<file path="config.mk">
export PLATFORM = sky130hd
export DESIGN_NAME = mem_arbiter
export DESIGN_NICKNAME = d
export VERILOG_FILES = /design/src/rtl/mem_arbiter.sv
export SDC_FILE = /design/constraint.sdc
export NUM_CORES = 1
export LEC_CHECK = 0
export BUFFER_PORTS_ARGS = -buffer_cell sky130_fd_sc_hd__buf_2
export CAP_MARGIN = 10
export CORE_MARGIN = 3
export CORE_UTILIZATION = 47
export DETAILED_ROUTE_END_ITERATION = 12
export PLACE_DENSITY = 0.79
export SLEW_MARGIN = 20
export SYNTH_ARGS = -nofsm -noshare
export SYNTH_HDL_FRONTEND = slang
export SYNTH_SLANG_ARGS = --single-unit
</file>
<file path="constraint.sdc">
create_clock -name CLK -period 2.3 [get_ports CLK]
set_input_delay 0.69 -clock CLK [delete_from_list [all_inputs] [get_ports CLK]]
set_output_delay 0.69 -clock CLK [all_outputs]
set_load 0.03 [all_outputs]
</file>
<file path="src/rtl/mem_arbiter.sv">
// Two-port request/acknowledge arbiter sharing one data memory between the CPU port (0) and loader port (1).
// Define MEM_ARB_ROUND_ROBIN_EN for round-robin on simultaneous IDLE requests; default build gives port 0 priority.
module mem_arbiter #(
    parameter int AW = 32
) (
    input  logic          CLK,
    input  logic          RST_N,
    input  logic          REQ0,
    input  logic          REQ1,
    input  logic          WE0,
    input  logic          WE1,
    input  logic          L0,
    input  logic          L1,
    input  logic [AW-1:0] A0,
    input  logic [AW-1:0] A1,
    input  logic [31:0]   WD0,
    input  logic [31:0]   WD1,
    output logic          ACK0,
    output logic          ACK1,
    output logic [31:0]   RD0,
    output logic [31:0]   RD1,
    output logic [AW-1:0] M_A,
    output logic          M_L,
    output logic          M_WE,
    output logic [31:0]   M_WD,
    input  logic [31:0]   M_RD,
    output logic          BUSY
);

    typedef enum logic [1:0] {IDLE, SERVE, RESP} state_t;

    state_t        state;
    logic          owner;
    logic          last;
    logic          idle_pick;
    logic          sel;
    logic          sel_req;
    logic          sel_we;
    logic          sel_l;
    logic [AW-1:0] sel_a;
    logic [31:0]   sel_wd;

    always_comb begin
        if (REQ0 && REQ1) begin
`ifdef MEM_ARB_ROUND_ROBIN_EN
            idle_pick = ~last;
`else
            idle_pick = 1'b0;
`endif
        end else if (REQ0) begin
            idle_pick = 1'b0;
        end else if (REQ1) begin
            idle_pick = 1'b1;
        end else begin
            idle_pick = last;
        end
    end

    // In RESP the owner still holds its REQ, so only the other port may be granted.
    assign sel     = (state == RESP) ? ~owner : idle_pick;
    assign sel_req = sel ? REQ1 : REQ0;
    assign sel_we  = sel ? WE1  : WE0;
    assign sel_l   = sel ? L1   : L0;
    assign sel_a   = sel ? A1   : A0;
    assign sel_wd  = sel ? WD1  : WD0;

    // NOTE: every register here uses <= so all state updates see pre-edge values.
    always_ff @(posedge CLK or negedge RST_N) begin
        if (!RST_N) begin
            state <= IDLE;
            owner <= 1'b0;
            last  <= 1'b1;
            M_A   <= '0;
            M_L   <= 1'b0;
            M_WE  <= 1'b0;
            M_WD  <= '0;
            ACK0  <= 1'b0;
            ACK1  <= 1'b0;
            RD0   <= '0;
            RD1   <= '0;
            BUSY  <= 1'b0;
        end else begin
            ACK0 <= 1'b0;
            ACK1 <= 1'b0;
            case (state)
                IDLE, RESP: begin
                    if (sel_req) begin
                        M_A   <= sel_a;
                        M_L   <= sel_l;
                        M_WE  <= sel_we;
                        M_WD  <= sel_wd;
                        owner <= sel;
                        state <= SERVE;
                        BUSY  <= 1'b1;
                    end else begin
                        M_WE  <= 1'b0;
                        state <= IDLE;
                        BUSY  <= 1'b0;
                    end
                end
                SERVE: begin
                    if (!M_WE) begin
                        if (owner) RD1 <= M_RD;
                        else       RD0 <= M_RD;
                    end
                    if (owner) ACK1 <= 1'b1;
                    else       ACK0 <= 1'b1;
                    last  <= owner;
                    M_WE  <= 1'b0;
                    state <= RESP;
                end
                default: begin
                    M_WE  <= 1'b0;
                    state <= IDLE;
                    BUSY  <= 1'b0;
                end
            endcase
        end
    end

endmodule

</file>
; After elaboration in Yosys (flattened, before gate mapping)
; Index checks and enable logic that the tools add are counted.
[op_classes]
reduce_logical = 6
n_mux = 19
n_eq_ne = 2
n_bitwise = 2
[op_table]
columns = cell, count
row1 = 2-to-1 mux 32 bit, 2
row2 = 2-to-1 mux 1 bit, 15
row3 = AND reduction 3 bit, 2
row4 = case mux 2 bit (2 select lines), 1
row5 = equality test 2 x 1 -> 1 bit (second input constant), 1
row6 = equality test 2 bit (second input constant), 1
row7 = zero test 2 bit, 1
row8 = inverter 1 bit, 2
row9 = case mux 1 bit (2 select lines), 1
row10 = AND reduction 2 bit, 1
row11 = OR reduction 2 bit, 1
row12 = logical AND 1 bit, 1
[word_totals]
ff_bits = 137
elab_cells = 41
input_bits = 168

; Logic depth before layout (Yosys ltp)
; Gate-level depths: netlist of the first run.
[logic_depth]
depth_word = 7
depth_mapped = 7
depth_no_buf = 4

; Worst setup path after synthesis of the first run
; Ideal clock, no wire load.
[synth_path]
path_type = input port to flip-flop
start = input port REQ1
end = register M_A[0]
path_buffers = 2
setup_slack_ns = 0.428
cell_stages = 6
arrival_time_ns = 1.743
setup_time_ns = 0.129
cell_sequence = o21ba_2 > and2_0 > buf_2 > buf_1 > a221oi_1 > a21oi_1
[synth_via]
elab_chain_cells = 6
word_cells_on_any_way = 8
[synth_rtl]
columns = item, line_no
row1 = "start, declared", 9  ; input logic REQ1,
row2 = 2-to-1 mux 1 bit, 52  ; end else if (REQ1) begin
row3 = 2-to-1 mux 1 bit, 50  ; end else if (REQ0) begin
row4 = 2-to-1 mux 1 bit, 44  ; if (REQ0 && REQ1) begin
row5 = 2-to-1 mux 1 bit, 60  ; assign sel = (state == RESP) ? ~owner : idle_pick;
row6 = 2-to-1 mux 1 bit, 61  ; assign sel_req = sel ? REQ1 : REQ0;
row7 = AND reduction 2 bit (no source line), --
row8 = "end signal, assigned", 88  ; M_A <= sel_a;
row9 = "end, declared", 22  ; output logic [AW-1:0] M_A,
; Several ways; a longest one is shown, not always the timed one.
; A chain may end at the register's enable or synchronous reset.

; Worst setup path after layout of the first run
[layout_path]
start = input port REQ1
end = register M_A[12]
; The elaborated chain is that of the path after synthesis.

==> results of run 1 <==
[registers in the layout, indices dropped and copies added (netlist names), 2 cells and up]
signal,flops
M_WD,32
RD1,32
state,2
RD0,32
M_A,32
[worst register-to-register path, delay by kind of cell (launching register included)]
family	cells	cell delay (ns)
buffers and inverters	2	0.41
AOI/OAI and AO/OA	3	1.08
DFF	1	0.43
[area by class of cell]
type | count | area (um2) | area share
flip-flops and latches | 137 | 3430 | 0.383
clock buffers | 20 | 447 | 0.0498
repair buffers | 314 | 1740 | 0.194
well taps | 176 | 220 | 0.0245
inverters | 2 | 7.51 | 0.000836
multi-input cells | 410 | 2940 | 0.327
clock inverters | 12 | 190 | 0.0212
[power groups by stage]
stage               clock, mW  combinational [mW]  sequential (mW)
floorplan                   0                3.37             6.68
global placement            0                7.97             4.39
detailed placement          0                8.11             4.44
CTS                      2.98                8.12             4.43
global route             3.09                8.66             4.59
finish                   2.94                8.05             4.43
[logic make-up after synthesis]
kind of cell	count (synthesis)
and+or+nand+nor	141
DFF	137
muxes	130
AOI/OAI and AO/OA	139
buffers and inverters	51
[routing by layer]
layer,GRT usage,routed length [um]
met5,0,0
met3,0.0867,1860
met2,0.397,9080
met1,0.275,7270
met4,0.0924,436
[cells in the final DEF (no fill, tap or decap)]
cell / instances
buf_4: 4
and2_1: 1
dfstp_2: 1
dfrtp_4: 1
a21o_1: 2
o21ai_0: 1
buf_12: 10
nor2_1: 133
clkinvlp_4: 2
nor3_4: 1
a21oi_4: 1
buf_2: 299
clkbuf_8: 1
dfrtp_1: 135
inv_8: 1
nand2b_2: 1
nand2b_1: 2
clkbuf_16: 17
clkbuf_1: 2
a21oi_1: 66
inv_1: 2
mux2_1: 2
mux2i_1: 66
a21boi_1: 1
or3b_2: 1
a31oi_1: 1
a221oi_1: 65
and2_2: 1
mux2_2: 62
nor3b_4: 1
clkinv_4: 3
buf_6: 1
bufinv_16: 4
o21ba_2: 1
a211oi_4: 1
inv_6: 2
[final timing paths]
check | to | slack, ns | cells after the start
setup / recovery | M_A[12] | 0.28 | 6
hold / removal | M_A[23] | 0.15 | 1
setup reg to reg | M_A[12] | 0.29 | 5
hold reg to reg | BUSY | 0.47 | 1
max in group asynchronous | M_WD[21] | 1.53 | 2
min in group CLK | BUSY | 0.47 | 1
==> implementation parameters, run 1 <==
Parameter                              Value

Outcome
  Result of the run ... completed

Logic synthesis
  Area share of and/or/nand/nor cells after synthesis ... 0.0856
  Syn nets ... ~770
  Unique cell type count in the Yosys netlist ... 25
  Leading cell type by number of instances after synthesis ... dfrtp_1
  Complex-gate fraction of the synthesized area ... 0.146
  Number of storage elements in the synthesis netlist ... approximately 140
  Post-synthesis instance area ... 6560 um2
  Ys async rst share ... 1.00
  Synth Warn # ... 0
  Mux contribution to synthesized area ... 0.211
  Post-synthesis sequential area ratio ... 0.523
  EDFF count, synth ... 0
  Synthesized netlist cell count ... about 600
  Synth Area in Adders ... 0
  Commonest cells post-synth ... 136 x dfrtp_1, 133 x nor2_1, 67 x a21oi_1, 66 x mux2i_1, 65 x a221oi_1
  Largest family of logic cells by synthesized area ... multiplexers
  Xor-xnor portion of the synthesized cell area ... 0
  Syn Area/Cell ... about 11 um2
  Share of the synthesized area in the top cell type ... 0.519
  Most used flip-flop cell after synthesis ... dfrtp_1
  Cell types with the largest area share after synthesis ... dfrtp_1 52%, mux2_2 11%, mux2i_1 10%, a221oi_1 8.7%, nor2_1 7.6%
  Post-synthesis cell type with the largest combined area ... dfrtp_1

Critical path
  Arrival time at the worst endpoint ... between 2 and 2.5 ns
  Count of buffer and inverter cells on the critical path ... 2
  Crit path largest cell delay ... ~0.75 ns
  Slowest-stage cell, CP ... a21oi_4
  CP Launch Point ... REQ1
  Critical-path maximum fanout ... 35
  Critical path class ... in2reg
  CP Cell Sequence ... buf_2 > o21ba_2 > a21oi_4 > buf_12 > a221oi_1 > a21oi_1
  Sort of element at the end of the critical path ... flip-flop
  Largest delay contributor family on the critical path ... compound AO/OA/AOI/OAI gates
  Crit Reg-Reg Startpoint ... state[0]
  Kind of start point of the critical path ... input port
  Required time reported for the critical path endpoint ... 2.64 ns

STA
  Slew headroom ... 0.343
  Final critical-path share of the clock period ... 0.879
  Shortest period the worst path allows ... 2.02 ns
  Final setup skew ... approximately 0.011 ns
  Final Setup Violations ... 0
  Post-Route Hold Slack ... approximately 0.15 ns
  Worst Max-Slew Pin Slew ... ~0.98 ns
  Count of final max-slew check failures ... 0
  Worst path setup slack after routing ... 0.279 ns
  Fin Setup TNS ... 0 ns
  Final Hold Viols ... 0
  Peak Freq ... 495 MHz
  Setup repair after global routing missed its margin ... false

CTS
  Clock Pin Slew Worst Setup and Hold Paths ... ~0.060 ns
  Longest Clk Path Bufs ... 2
  Cts repair resizes ... 0
  Count of clock tree sinks ... 137
  CTS Buf Count ... 17
  Setup bufs post-CTS ... 0
  Clock latency of the later-clocked register in the worst-skew pair ... roughly 0.42 ns
  Count of hold buffers inserted by post-cts repair ... 0
  Number of H-tree levels ... 4
  Clock tree from TritonCTS ... yes
  CTS Root Buffer Type ... clkbuf_16

Power
  Maximum vdd drop ... 0.000936 V
  Pwr/cell area ... roughly 1700 nW/um2
  Power, Total ... approximately 15 mW
  Switching part of the total power ... 0.453
  Internal power consumption ... ~8.4 mW
  Leakage Power ... about 4.3 nW
  Relative contribution of the clock network to total power ... 0.191
  Part of the power in registers ... 0.287
  Part of the total power dissipated in combinational logic ... 0.522
  Switching power summed over all nets ... approximately 7 mW

Final layout
  Final instance area ... ~9000 um2
  Core occupancy in the finished layout ... 0.667
  Diode count ... 0
  Share of cells above drive strength 1 ... 0.465
  Final net count ... roughly 1100
  Area growth, synth to finish ... 36.8%
  Number of non-filler instances in the completed layout ... between 1000 and 1500
  Final-layout fill cell count ... 1071

Drt
  Number of antenna-violating nets in the routed design ... 0
  Iter 0 DRT Violations ... roughly 330
  WL/cell ... about 17 um
  Vias/cell ... approximately 5.5
  Initial DRT Pass Iterations ... 7
  Detailed-route via count ... 5917
  DRC Markers ... 0
  Final routed wirelength across all metal layers ... ~19 mm

Global route
  Pin count of the biggest net entering global routing ... 89
  Number of antenna violations at the first check in global routing ... 0
  Via count of the first global-routing pass ... around 5700
  First-pass GRT wire length ... 28.3 mm
  Overall routing resource usage ... 0.236
  Aggregate global routing overflow ... 0

Placement
  Post-Place Setup Slack ... -0.162 ns
  Routability Congestion ... between 0.8 and 0.9
  DP Wirelength ... ~13 mm
  Quantity of I/O buffers inserted on ports ... 300
  Placed cell area ... ~8300 um2
  # placed instances ... slightly above 1000

Min path
  Class of the most critical hold timing path ... in2async

Floorplan
  Initial Util ... 0.488
  Die Footprint ... approximately 15000 um2
  Site Rows ... 42
  Chip height ... roughly 120 um
  Top Ports ... around 300
  Std-Cell Core Area ... 13500 um2
  Chip width ... about 120 um

Job
  Max-capacitance violation count ... 0
(Power assumes the default switching activity.)
==> inputs of run 2 (changes only) <==
CORE_ASPECT_RATIO = 1.2   (was default)
CORE_MARGIN = 1.5   (was 3)
REMOVE_ABC_BUFFERS = 1   (was default)
==> run 2 against run 1 <==
  * Clock-buffer cell count fell by 3
  * Clock power fell by 12%
  * Global-route usage rose by 2.0 points
  * First-iteration DRC count fell by 14%
  * Cell area fell by 0.33%
  * Critical path type unchanged
  * Largest cell class unchanged
  * Largest power group unchanged
  * Highest routed layer unchanged
==> implementation parameters, run 2 (same netlist as run 1, synthesis figures left out) <==
Parameter                              Value

Drt
  Initial DRT Pass Iterations ... 4
  Met3 routed WL ... ~1.4 mm
  Final routed wirelength across all metal layers ... approximately 18 mm
  Detailed-route via count ... 6008
  WL/cell ... around 17 um
  M1 WL ... roughly 7.3 mm
  Detailed-routed wire length on met2 ... about 9.4 mm
  Iter 0 DRT Violations ... approximately 280
  Top routing layer in use ... met4
  Number of antenna-violating nets in the routed design ... 0
  DRC Markers ... 0
  Vias/cell ... 5.59

Placement
  Quantity of I/O buffers inserted on ports ... 300
  # placed instances ... approximately 1000
  Post-Place Setup Slack ... -0.177 ns
  DP Wirelength ... around 13 mm
  Placed cell area ... 8390 um2
  Routability Congestion ... 0.790

STA
  Post-Route Hold Slack ... roughly 0.22 ns
  Shortest period the worst path allows ... 2.03 ns
  Count of final max-slew check failures ... 0
  Worst Max-Slew Pin Slew ... ~0.95 ns
  Peak Freq ... 494 MHz
  Slew headroom ... 0.367
  Final Setup Violations ... 0
  Worst path setup slack after routing ... 0.275 ns
  Final setup skew ... ~0.012 ns
  Setup repair after global routing missed its margin ... false
  Final Hold Viols ... 0
  Fin Setup TNS ... 0 ns
  Final critical-path share of the clock period ... 0.880

Floorplan
  Top Ports ... 301
  Site Rows ... 47
  Initial Util ... 0.479
  Chip height ... around 130 um
  Chip width ... 111 um
  Std-Cell Core Area ... ~14000 um2
  Die Footprint ... roughly 15000 um2

Global route
  First-pass GRT wire length ... about 30 mm
  Aggregate global routing overflow ... 0
  Overall routing resource usage ... 0.257
  Number of antenna violations at the first check in global routing ... 0
  Pin count of the biggest net entering global routing ... 67
  Via count of the first global-routing pass ... 6217

Final layout
  Final net count ... around 1100
  Final-layout fill cell count ... between 1000 and 1500
  Diode count ... 0
  Share of cells above drive strength 1 ... 0.472
  Most frequent standard cell in the layout excluding fill and tap cells ... buf_2
  Core occupancy in the finished layout ... 0.653
  Area growth, synth to finish ... 36.4%
  Most frequent cells in the layout ... 299 x buf_2, 135 x dfrtp_1, 133 x nor2_1
  Final instance area ... between 8000 and 9000 um2
  Number of non-filler instances in the completed layout ... between 1000 and 1500

CTS
  Setup bufs post-CTS ... 0
  CTS Root Buffer Type ... clkbuf_16
  Clock latency of the later-clocked register in the worst-skew pair ... 0.42 ns
  Clock tree from TritonCTS ... yes
  Count of clock tree sinks ... between 100 and 150
  Cts repair resizes ... 0
  Clock Pin Slew Worst Setup and Hold Paths ... around 0.070 ns
  Count of hold buffers inserted by post-cts repair ... 0
  Number of H-tree levels ... 4
  Longest Clk Path Bufs ... 2
  CTS Buf Count ... 17

Power
  Leakage Power ... 4.29 nW
  Power, Total ... around 15 mW
  Maximum vdd drop ... 0.00119 V
  Pwr/cell area ... around 1700 nW/um2

Min path
  Class of the most critical hold timing path ... in2async

Critical path
  Sort of element at the end of the critical path ... flip-flop
  Critical path class ... in2reg
  Crit path largest cell delay ... ~0.72 ns
  Slowest-stage cell, CP ... a21oi_4
  Critical-path maximum fanout ... 31
  Arrival time at the worst endpoint ... between 2 and 2.5 ns
  Kind of start point of the critical path ... input port
  Count of buffer and inverter cells on the critical path ... 2
  CP Cell Sequence ... buf_2 > o21ba_2 > a21oi_4 > buf_12 > a221oi_1 > a21oi_1
  Largest delay contributor family on the critical path ... compound AO/OA/AOI/OAI gates
  Required time reported for the critical path endpoint ... roughly 2.6 ns

Job
  Max-capacitance violation count ... 0

Outcome
  Result of the run ... completed
==> run 2: worst register-to-register path, stage by stage (launching register included) <==
cell and delay [ns]:
dfrtp_1 0.42, inv_1 0.12, a21oi_4 0.76, buf_12 0.28, a221oi_1 0.12, a21oi_1 0.20
==> run 2: final timing paths <==
check                         start       end  slack [ns]  cells past startpoint
max                            REQ1  M_WD[13]        0.27                      6
max in group asynchronous     RST_N   RD1[15]        1.44                      2
min in group CLK               BUSY      BUSY        0.47                      1
max reg2reg                state[0]  M_WD[13]        0.32                      5
min                           RST_N    M_A[7]        0.22                      1
min reg2reg                    BUSY      BUSY        0.47                      1
==> run 2: power breakdown <==
part	switching (mW)	leakage [nW]	total, mW	internal [mW]
Combinational	5.27	2.44	8.24	2.97
Sequential	0.643	1.59	4.32	3.68
Clock	1.17	0.262	2.58	1.42
==> run 2: layer usage <==
metal / track usage / up-vias
met1: 0.301 / 2921
met5: 0 / -
met2: 0.444 / 275
met3: 0.0806 / 29
li1: - / 2783
met4: 0.0890 / 0
==> run 2: final cells by class <==
class | instances | area, um2 | area share
Sequential cell | 137 | 3430 | 0.384
Multi-Input combinational cell | 410 | 2940 | 0.329
Timing Repair Buffer | 322 | 1800 | 0.201
Clock buffer | 17 | 425 | 0.0476
Tap cell | 171 | 214 | 0.0239
Clock inverter | 15 | 128 | 0.0143
Inverter | 2 | 7.51 | 0.000839
==> inputs of run 3 (changes only) <==
clock period = 2.2 ns   (was 2.3 ns; I/O delays follow)
==> run 3 against run 2 <==
  * Register-to-register slack got worse by 0.04 ns
  * Via count decreased by 1.0%
  * Global-route usage is 0.24 points lower
  * Critical path type unchanged
  * Non-clock buffer count rose by 3
==> implementation parameters, run 3 (same netlist as run 1, synthesis figures left out) <==
Parameter                              Value

STA
  Final Setup Violations ... 0
  Final setup skew ... ~0.012 ns
  Setup repair after global routing missed its margin ... false
  Slew headroom ... 0.536
  Final critical-path share of the clock period ... 0.886
  Peak Freq ... 513 MHz
  Final Hold Viols ... 0
  Count of final max-slew check failures ... 0
  Post-Route Hold Slack ... 0.181 ns
  Worst Max-Slew Pin Slew ... 0.694 ns
  Shortest period the worst path allows ... approximately 1.9 ns

Global route
  Aggregate global routing overflow ... 0
  Number of antenna violations at the first check in global routing ... 0
  First-pass GRT wire length ... about 30 mm
  Overall routing resource usage ... 0.254
  Via count of the first global-routing pass ... slightly below 6000
  Pin count of the biggest net entering global routing ... 67

Final layout
  Most frequent cells in the layout ... 299 x buf_2, 135 x dfrtp_1, 133 x nor2_1
  Final net count ... about 1100
  Diode count ... 0
  FF+latch area ... between 3000 and 4000 um2
  Share of cells above drive strength 1 ... 0.474
  Multi-input logic area ... approximately 3000 um2
  Final-layout fill cell count ... 1079
  Area growth, synth to finish ... 37.7%
  Most frequent standard cell in the layout excluding fill and tap cells ... buf_2

Drt
  Initial DRT Pass Iterations ... 5
  Vias/cell ... approximately 5.5
  DRC Markers ... 0
  Number of antenna-violating nets in the routed design ... 0
  WL/cell ... 17.4 um
  Detailed-route via count ... a little under 6000
  Final routed wirelength across all metal layers ... around 19 mm
  Iter 0 DRT Violations ... between 200 and 300

Critical path
  Kind of start point of the critical path ... input port
  Count of buffer and inverter cells on the critical path ... 3
  Sort of element at the end of the critical path ... flip-flop
  Crit path largest cell delay ... roughly 0.54 ns
  CP Cell Sequence ... buf_2 > o21ba_2 > a21oi_4 > buf_16 > buf_12 > a221oi_1 > a21oi_1
  Slowest-stage cell, CP ... a21oi_4
  Arrival time at the worst endpoint ... ~2.3 ns
  Critical-path maximum fanout ... 22
  Required time reported for the critical path endpoint ... 2.52 ns
  Critical path class ... in2reg
  Largest delay contributor family on the critical path ... compound AO/OA/AOI/OAI gates

CTS
  Clock tree from TritonCTS ... yes
  Clock latency of the later-clocked register in the worst-skew pair ... approximately 0.41 ns
  Number of H-tree levels ... 4
  Count of clock tree sinks ... between 100 and 150
  CTS Root Buffer Type ... clkbuf_16
  CTS Buf Count ... 17
  Longest Clk Path Bufs ... 2
  Count of hold buffers inserted by post-cts repair ... 0
  Clock Pin Slew Worst Setup and Hold Paths ... ~0.07 ns
  Setup bufs post-CTS ... 0
  Cts repair resizes ... 0

Power
  Pwr/cell area ... around 1800 nW/um2
  Switching part of the total power ... 0.464
  Leakage Power ... 4.34 nW
  Internal power consumption ... between 8 and 9 mW
  Switching power summed over all nets ... approximately 7.4 mW
  Power, Total ... between 15 and 20 mW
  Relative contribution of the clock network to total power ... 0.176
  Part of the total power dissipated in combinational logic ... 0.540
  Maximum vdd drop ... 0.00122 V
  Part of the power in registers ... 0.284

Placement
  Routability Congestion ... about 0.84
  Quantity of I/O buffers inserted on ports ... 300
  DP Wirelength ... about 13 mm

Floorplan
  Initial Util ... 0.479
  Site Rows ... 47
  Top Ports ... 301
  Die Footprint ... about 15000 um2
  Std-Cell Core Area ... around 14000 um2
  Chip height ... about 130 um
  Chip width ... about 110 um

Outcome
  Result of the run ... completed

Min path
  Class of the most critical hold timing path ... in2async

Job
  Max-capacitance violation count ... 0
run 3: worst register-to-register path, stage by stage (launching register included):
cell and delay [ns]:
dfstp_2 0.37, o21ba_2 0.21, a21oi_4 0.54, buf_16 0.24, buf_12 0.18, a221oi_1 0.10, a21oi_1 0.18
run 3: area by class of cell:
type                    count  area share
clock buffers              17      0.0471
clock inverters            15      0.0175
inverters                   2    0.000831
multi-input cells         410       0.325
flip-flops and latches    137       0.380
well taps                 171      0.0237
repair buffers            325       0.205
run 3: worst paths after layout:
| kind | slack [ns] | endpoint | from | cells past startpoint |
|---|---|---|---|---|
| setup / recovery | 0.25 | M_A[31] | REQ1 | 7 |
| hold / removal | 0.18 | M_A[25] | RST_N | 1 |
| setup reg to reg | 0.28 | M_A[31] | last | 6 |
| hold reg to reg | 0.48 | BUSY | BUSY | 1 |
| max in group asynchronous | 1.35 | last | RST_N | 2 |
| min in group CLK | 0.48 | BUSY | BUSY | 1 |
run 3: per-stage QoR:
stage          utilization  instance area (um2)  setup slack [ns]  cells  setup TNS, ns
3_3_place_gp         0.614                 8420            -0.322   1044         -15.22
4_1_cts              0.657                 9000            0.0370   1076              0
2_1_floorplan            -                 6340             -4.88    549        -450.98
6_report             0.659                 9030             0.250   1077              0
3_5_place_dp         0.614                 8420            -0.401   1044         -18.38
5_1_grt              0.659                 9030             0.193   1077              0
run 3: per-layer routing:
metal,global-route usage,routed length [um]
met5,0,0
met2,0.445,9610
met1,0.303,7340
met4,0.0826,354
met3,0.0692,1480
run 3: power by group through the flow:
stage                     Clock (mW)  Sequential (mW)  Combinational (mW)
after CTS                       2.87             4.57                8.67
final                           2.83             4.56                8.68
after global routing            3.00             4.71                9.27
after detailed placement           0             4.58                8.65
after floorplan                    0             7.21                3.16
after global placement             0             4.52                8.50
